### src/rtl/serial_byte_collector_pkg.sv
// Shared definitions for the serial byte collector: FSM encoding and default word width.
package serial_byte_collector_pkg;

    localparam int unsigned DefaultWidth = 8;

    typedef enum logic [0:0] {
        StIdle    = 1'b0,
        StCollect = 1'b1
    } state_e;

endpackage

### src/rtl/serial_byte_collector_out_reg.sv
// Output holding register with valid/ready handshake and sticky overrun flag.
module serial_byte_collector_out_reg #(
    parameter int unsigned WIDTH = 8
) (
    input  logic             clk_i,
    input  logic             rst_i,
    input  logic             word_done_i,
    input  logic [WIDTH-1:0] word_i,
    input  logic             ready_i,
    input  logic             overrun_clear_i,
    output logic [WIDTH-1:0] data_o,
    output logic             valid_o,
    output logic             overrun_o
);

    logic [WIDTH-1:0] data_q, data_d;
    logic             valid_q, valid_d;
    logic             overrun_q, overrun_d;
    logic             can_load;
    logic             word_lost;

    // The slot is free if empty or being drained on this very cycle.
    assign can_load  = !valid_q || ready_i;
    assign word_lost = word_done_i && !can_load;

    always_comb begin
        data_d    = data_q;
        valid_d   = valid_q;
        overrun_d = overrun_q;
        if (word_done_i && can_load) begin
            data_d  = word_i;
            valid_d = 1'b1;
        end else if (valid_q && ready_i) begin
            valid_d = 1'b0;
        end
        if (word_lost) begin
            overrun_d = 1'b1;
        end else if (overrun_clear_i) begin
            overrun_d = 1'b0;
        end
    end

    always_ff @(posedge clk_i or posedge rst_i) begin
        if (rst_i) begin
            data_q    <= '0;
            valid_q   <= 1'b0;
            overrun_q <= 1'b0;
        end else begin
            data_q    <= data_d;
            valid_q   <= valid_d;
            overrun_q <= overrun_d;
        end
    end

    assign data_o    = data_q;
    assign valid_o   = valid_q;
    assign overrun_o = overrun_q;

endmodule

### src/rtl/serial_byte_collector.sv
// Assembles MSB-first serial bits into WIDTH-bit words and hands them to a holding register.
module serial_byte_collector
    import serial_byte_collector_pkg::*;
#(
    parameter int unsigned WIDTH = DefaultWidth
) (
    input  logic                       Clk_In,
    input  logic                       Reset_In,
    input  logic                       Enable_In,
    input  logic                       Bit_Valid_In,
    input  logic                       Serial_Data_In,
    input  logic                       Frame_Start_In,
    output logic [WIDTH-1:0]           Parallel_Data_Out,
    output logic                       Data_Valid_Out,
    input  logic                       Data_Ready_In,
    output logic                       Overrun_Out,
    input  logic                       Overrun_Clear_In,
    output logic [$clog2(WIDTH+1)-1:0] Bit_Count_Out
);

    localparam int unsigned CntW = $clog2(WIDTH + 1);

    state_e           state_q;
    logic [CntW-1:0]  count_q;
    logic [WIDTH-1:0] shift_q;
    logic [WIDTH-1:0] word_d;
    logic             last_bit;
    logic             word_done;

    assign word_d    = {shift_q[WIDTH-2:0], Serial_Data_In};
    assign last_bit  = (state_q == StCollect) && (count_q == CntW'(WIDTH - 1));
    assign word_done = Enable_In && !Frame_Start_In && Bit_Valid_In && last_bit;

    always_ff @(posedge Clk_In or posedge Reset_In) begin
        if (Reset_In) begin
            state_q <= StIdle;
            count_q <= '0;
            shift_q <= '0;
        end else if (!Enable_In) begin
            state_q <= StIdle;
            count_q <= '0;
        end else if (Frame_Start_In) begin
            // Realign: a coincident strobe becomes bit 1 of the fresh word.
            if (Bit_Valid_In) begin
                shift_q <= {{(WIDTH - 1){1'b0}}, Serial_Data_In};
                count_q <= CntW'(1);
                state_q <= StCollect;
            end else begin
                shift_q <= '0;
                count_q <= '0;
                state_q <= StIdle;
            end
        end else if (Bit_Valid_In) begin
            shift_q <= word_d;
            if (last_bit) begin
                count_q <= '0;
                state_q <= StIdle;
            end else begin
                count_q <= count_q + CntW'(1);
                state_q <= StCollect;
            end
        end
    end

    assign Bit_Count_Out = count_q;

    serial_byte_collector_out_reg #(
        .WIDTH(WIDTH)
    ) u_out_reg (
        .clk_i          (Clk_In),
        .rst_i          (Reset_In),
        .word_done_i    (word_done),
        .word_i         (word_d),
        .ready_i        (Data_Ready_In),
        .overrun_clear_i(Overrun_Clear_In),
        .data_o         (Parallel_Data_Out),
        .valid_o        (Data_Valid_Out),
        .overrun_o      (Overrun_Out)
    );

endmodule

### config.mk
export PLATFORM = sky130hd
export DESIGN_NAME = serial_byte_collector
export DESIGN_NICKNAME = d
export VERILOG_FILES = /design/src/rtl/serial_byte_collector_pkg.sv /design/src/rtl/serial_byte_collector_out_reg.sv /design/src/rtl/serial_byte_collector.sv
export SDC_FILE = /design/constraint.sdc
export NUM_CORES = 1
export LEC_CHECK = 0
export ABC_AREA = 1
export CAP_MARGIN = 20
export CORE_UTILIZATION = 25
export CTS_CLUSTER_DIAMETER = 120
export DETAILED_ROUTE_END_ITERATION = 6
export PLACE_DENSITY_LB_ADDON = 0.25
export SLEW_MARGIN = 20
export SYNTH_ARGS = -nofsm -noshare
export SYNTH_HDL_FRONTEND = slang
export SYNTH_SLANG_ARGS = --single-unit
### constraint.sdc
create_clock -name Clk_In -period 1.2 [get_ports Clk_In]
set_input_delay 0.36 -clock Clk_In [delete_from_list [all_inputs] [get_ports Clk_In]]
set_output_delay 0.36 -clock Clk_In [all_outputs]
set_load 0.005 [all_outputs]
Yosys cells after proc, flatten, opt, wreduce, memory -nomap -nowiden
Cells that the tools add are included.
{"block": "classes", "addsub": 1, "eq_ne": 2, "n_mux": 17, "reduce_logical": 15}
{"operator": "$mux 4", "count": 4}
{"operator": "$mux 7", "count": 2}
{"operator": "$mux 1", "count": 11}
{"operator": "$logic_and 1x1->1", "count": 7}
{"operator": "$reduce_bool 2->1", "count": 3}
{"operator": "$add 4x1->4 const B", "count": 1}
{"operator": "$eq 4x3->1 const B", "count": 1}
{"operator": "$logic_not 1->1", "count": 3}
{"operator": "$ne 3x1->1 const B", "count": 1}
{"operator": "$reduce_and 2->1", "count": 1}
{"operator": "$logic_or 1x1->1", "count": 1}
{"block": "word_totals", "register_bits": 22, "output_inout_bits": 14, "word_cells": 41}

Logic depth before layout (Yosys ltp)
{"block": "depth", "ltp_word": 6, "ltp_mapped": 7}

By module
A second synthesis with hierarchy kept.
{"block": "unflattened", "hier_cells": 110, "area_unflattened_um2": 1047.3}
{"module": "serial_byte_collector", "n_inst": 1, "cells_per_inst": 66, "area_per_inst_um2": 569.3}
{"module": "serial_byte_collector_out_reg", "n_inst": 1, "cells_per_inst": 44, "area_per_inst_um2": 478.0}

Worst setup path before layout
Ideal clock, no wire load.
{"block": "synth_path", "path_kind": "register to register", "from": "register count_q[0], in the netlist Bit_Count_Out[0]", "to": "register count_q[0], in the netlist Bit_Count_Out[0]", "arrival_time_ns": 1.098, "setup_slack_ns": -0.016, "path_stages_with_launch": 8, "n_path_buf": 1, "synth_period_minus_slack_ns": 1.216, "cell_sequence": "dfrtp_1 > ha_1 > nand2_2 > nor2_4 > buf_6 > nand2_2 > nand3_1 > nand2_1"}
{"block": "synth_via", "elab_chain_len": 6}
{"item": "start, declared", "line": "serial_byte_collector.sv:24", "rtl": "logic [CntW-1:0] count_q;"}
{"item": "start signal, assigned", "line": "serial_byte_collector.sv:46", "rtl": "count_q <= CntW'(1);"}
{"item": "start signal, assigned", "line": "serial_byte_collector.sv:59", "rtl": "count_q <= count_q + CntW'(1);"}
{"item": "branches (longest 2 deep; another with $add 4x1->4)"}
{"item": "$mux 4 (*)", "line": "serial_byte_collector.sv:55", "rtl": "if (last_bit) begin"}
{"item": "$mux 4 (*)", "line": "serial_byte_collector.sv:53", "rtl": "end else if (Bit_Valid_In) begin"}
{"item": "$mux 4 (*)", "line": "serial_byte_collector.sv:42", "rtl": "end else if (Frame_Start_In) begin"}
{"item": "$mux 4 (*)", "line": "serial_byte_collector.sv:39", "rtl": "end else if (!Enable_In) begin"}
Mark *: on every way between the ends. The select of a mux whose other input is x is not followed.
A chain may end at the register's enable or synchronous reset.

Worst setup path after layout
{"block": "layout_path", "from": "register count_q[0], in the netlist Bit_Count_Out[0]", "to": "register u_out_reg.data_q[7], in the netlist u_out_reg.data_o[7]"}
{"block": "layout_via", "elab_chain_len": 4}
{"item": "$eq 4x3->1", "line": "serial_byte_collector.sv:31", "rtl": "assign last_bit = (state_q == StCollect) && (count_q == CntW'(WIDTH - 1));"}
{"item": "$logic_and 1x1->1", "line": "serial_byte_collector.sv:31"}
{"item": "$logic_and 1x1->1", "line": "serial_byte_collector.sv:32", "rtl": "assign word_done = Enable_In && !Frame_Start_In && Bit_Valid_In && last_bit;"}
{"item": "$logic_and 1x1->1", "line": "serial_byte_collector_out_reg.sv:30", "rtl": "if (word_done_i && can_load) begin"}
{"item": "end signal, assigned", "line": "serial_byte_collector_out_reg.sv:49", "rtl": "data_q <= data_d;"}
{"item": "end, declared", "line": "serial_byte_collector_out_reg.sv:16", "rtl": "logic [WIDTH-1:0] data_q, data_d;"}
No other way between the ends.

==> summary.txt <==
Clock network
  – TritonCTS buffer count: 3
  – CTS Buffer Depth: 2
  – CTS root buf: clkbuf_8
  – Clk sinks: 22
  – Clock Pin Slew Worst Setup and Hold Paths: 0.08 ns
  – Cts hold-fix bufs: 0
  – CTS tree: yes
  – H-tree Lvls: 1
  – Clock latency on the worst-skew pair: 0.26 ns

Route
  – Final ANT Viol Nets: 0
  – DRC: 0
  – Drt wl/cell: 10.5 um
  – 1st-iter DRT viols: 35
  – Final WL: 2.24 mm
  – Vias: 905
  – Vias per inst: 4.25
  – DRT Pass-1 Iters: 4

Setup path
  – Most Frequent Cell on Critical Path: nand2_1
  – CP endpoint kind: register
  – Crit start category: register
  – Crit Path Class: reg2reg
  – FF-to-FF setup slack: -0.06 ns
  – R2R depth: 7
  – CP startpoint: Bit_Count_Out[0]$_DFFE_PP0P_
  – Crit-path max cell delay: 0.37 ns
  – Max FO, Critical Path: 8
  – Crit path to: u_out_reg.data_o[7]$_DFFE_PP0P_
  – Critical Path RT: 1.36 ns
  – Worst-path cell chain: buf_6, ha_4, nand2_4, nor2_4, nand3_4, nand2_1, nand2_1
  – Critical path arrival: 1.41 ns
  – CP Buf/Inv Count: 1
  – Instance count on the critical path: 7
  – Reg2reg end: u_out_reg.data_o[7]$_DFFE_PP0P_
  – Master of the slowest instance on the critical path: dfrtp_1
  – Worst r2r src: Bit_Count_Out[0]$_DFFE_PP0P_
  – Largest delay contributor family on the critical path: simple AND/OR/NAND/NOR gates

STA
  – Period utilisation layout: 105%
  – Hold slack: 0.417 ns
  – Fin. Hold Viols: 0
  – Worst slew pin tran: 0.204 ns
  – Layout Skew: 0.00180 ns
  – RSZ-0062 raised after global routing: yes
  – Min cycle time layout: 1.26 ns
  – Slew margin rel.: 86.4%
  – Fmax achieved: 0.796 GHz
  – Worst setup margin: -0.0565 ns
  – Final setup fails: 10
  – Slew Viols, Final: 0

Run status
  – Failing checks: setup timing
  – Status: finished, violations left

Finish
  – N_diodes: 0
  – Final #Nets: 175
  – Fin util: 42.6%
  – Share of cells above drive strength 1: 45.5%
  – P&R area growth vs syn: 58.7%
  – Final Instance Area: 0.00159 mm2

Floorplan
  – Initial Util: 26.8%
  – Rows: 22
  – DIE WIDTH: 65.4 um
  – I/O pin total: 22
  – Die Footprint: 0.00428 mm2
  – Chip height: 65.4 um
  – Core area: 0.00374 mm2

Job
  – MaxCap Viol Count: 0

GRT
  – Total GRT Usage: 11.9%
  – Vias in the first global route: 889
  – Largest net degree at the start of global routing: 23
  – First-pass GRT wire length: 3.84 mm
  – GRT overflow: 0
  – Antenna violations before repair: 0

Worst hold path
  – Hold/Removal Path Class: in2async

Yosys
  – Yosys cell types: 18
  – Yosys warning total: 0
  – Post-Synthesis Cell Area: 0.00100 mm2
  – Synth top area cells: dfrtp_1 (55%), nand2_1 (14%), nand4_1 (5.6%)
  – Post-synth top area cell: dfrtp_1
  – Share of the synthesized area in the top cell type: 54.8%
  – Share of the yosys chip area belonging to registers: 54.8%
  – Synthesized flop and latch total: 22
  – Syn Area/Cell: 9.05 um2
  – Syn nets: 120
  – Cells after Synth: 111

Placed design
  – GP Congestion: 0.742
  – Detail Placement HPWL: 1.52 mm
  – PortBufs: 21
  – Cell Area, Placed: 0.00138 mm2

Pwr
  – Max rail drop VDD: 0.000493 V
  – Static leakage: 0.872 nW
  – PwrDens: 1010 mW/mm2
## report_power, final
group          switching [mW]  leakage [nW]  total [mW]  internal (mW)
sequential            0.00764         0.304       0.760          0.753
clock                   0.249        0.0357       0.694          0.445
combinational          0.0779         0.533       0.158         0.0800
## synth_stat cells
library cell	n
xnor2_1	1
ha_1	1
nor2_4	2
o22ai_1	6
nand2_1	37
o21ai_1	3
o21ai_2	2
nand4_1	9
nor3_2	1
inv_1	13
dfrtp_1	22
clkbuf_1	1
nor2_1	1
nand3_2	1
buf_6	2
nand3_1	2
inv_2	3
nand2_2	4
## layout make-up
cell class | count | area, um2
Clock inverter | 1 | 30.0
Timing Repair Buffer | 53 | 409
Fill cell | 372 | 2150
Multi-Input combinational cell | 70 | 440
Inverter | 16 | 62.6
Tap cell | 48 | 60.1
Sequential cell | 22 | 551
Clock buffer | 3 | 41.3
## state kept, by name, summed over array words and instances (netlist names)
name                 flops
u_out_reg.data_o         8
shift_q                  7
Bit_Count_Out            4
state_q                  1
u_out_reg.overrun_o      1
u_out_reg.valid_o        1
## kinds of logic after synthesis
logic type               synth area share, %
adder cells (fa/ha/maj)                 1.25
AO/OA/AOI/OAI                           6.97
XOR/XNOR                               0.872
flip-flops                              54.8
AND/OR/NAND/NOR                         27.5
buffers and inverters                   8.59
## per-stage QoR
| stage | setup slack (ns) | cells | total power, mW | TNS, ns |
|---|---|---|---|---|
| 2_1_floorplan | 0.0103 | 111 | 0.834 | 0 |
| 3_3_place_gp | -0.333 | 193 | 0.908 | -6.43 |
| 3_5_place_dp | -0.361 | 193 | 0.909 | -7.04 |
| 4_1_cts | -0.0406 | 210 | 1.62 | -0.365 |
| 5_1_grt | -0.133 | 213 | 1.68 | -1.30 |
| 6_report | -0.0565 | 213 | 1.61 | -0.386 |
## worst min-delay path by stage
stage	end	start	slack, ns
6_report	Bit_Count_Out[3]$_DFFE_PP0P_	Reset_In	0.42
3_5_place_dp	u_out_reg.data_o[2]$_DFFE_PP0P_	u_out_reg.data_o[2]$_DFFE_PP0P_	0.46
3_3_place_gp	u_out_reg.data_o[4]$_DFFE_PP0P_	u_out_reg.data_o[4]$_DFFE_PP0P_	0.46
2_1_floorplan	Bit_Count_Out[0]$_DFFE_PP0P_	Reset_In	0.35
4_1_cts	u_out_reg.valid_o$_DFFE_PP0P_	Reset_In	0.42
5_1_grt	Bit_Count_Out[3]$_DFFE_PP0P_	Reset_In	0.43
## worst register-to-register path: stages (launching register included)
cell	delay, ns
dfrtp_1	0.37
buf_6	0.11
ha_4	0.13
nand2_4	0.06
nor2_4	0.16
nand3_4	0.16
nand2_1	0.10
nand2_1	0.05
## repair_timing
item	in CTS	in global routing
pin swaps	8	7
endpoints found under the setup margin	32	14
resized for setup	68	13
gates cloned	2	0
buffers inserted	12	3
## layout by cell type (no fill, tap or decap)
master and count:
buf_12 1, buf_2 13, buf_4 24, buf_6 6
bufinv_16 1, clkbuf_2 2, clkbuf_8 3, clkdlybuf4s50_1 4
dfrtp_1 22, dlygate4sd2_1 3, ha_4 1, inv_1 13
inv_2 2, inv_4 1, nand2_1 27, nand2_2 11
nand2_4 3, nand3_1 1, nand3_2 1, nand3_4 1
nand4_1 9, nor2_1 1, nor2_4 2, nor3_2 1
o21ai_1 3, o21ai_2 1, o21ai_4 1, o22ai_1 6
xnor2_1 1
## per-layer routing
metal | track usage (%) | part of all wire [%] | wire, um | up-vias
met5 | 0 | 0 | 0 | -
li1 | - | - | - | 462
met3 | 2.78 | 4.2 | 94 | 2
met2 | 20.5 | 48 | 1080 | 20
met4 | 6.52 | 1.6 | 36 | 0
met1 | 13.6 | 46 | 1030 | 421
(Power assumes the default switching activity.)
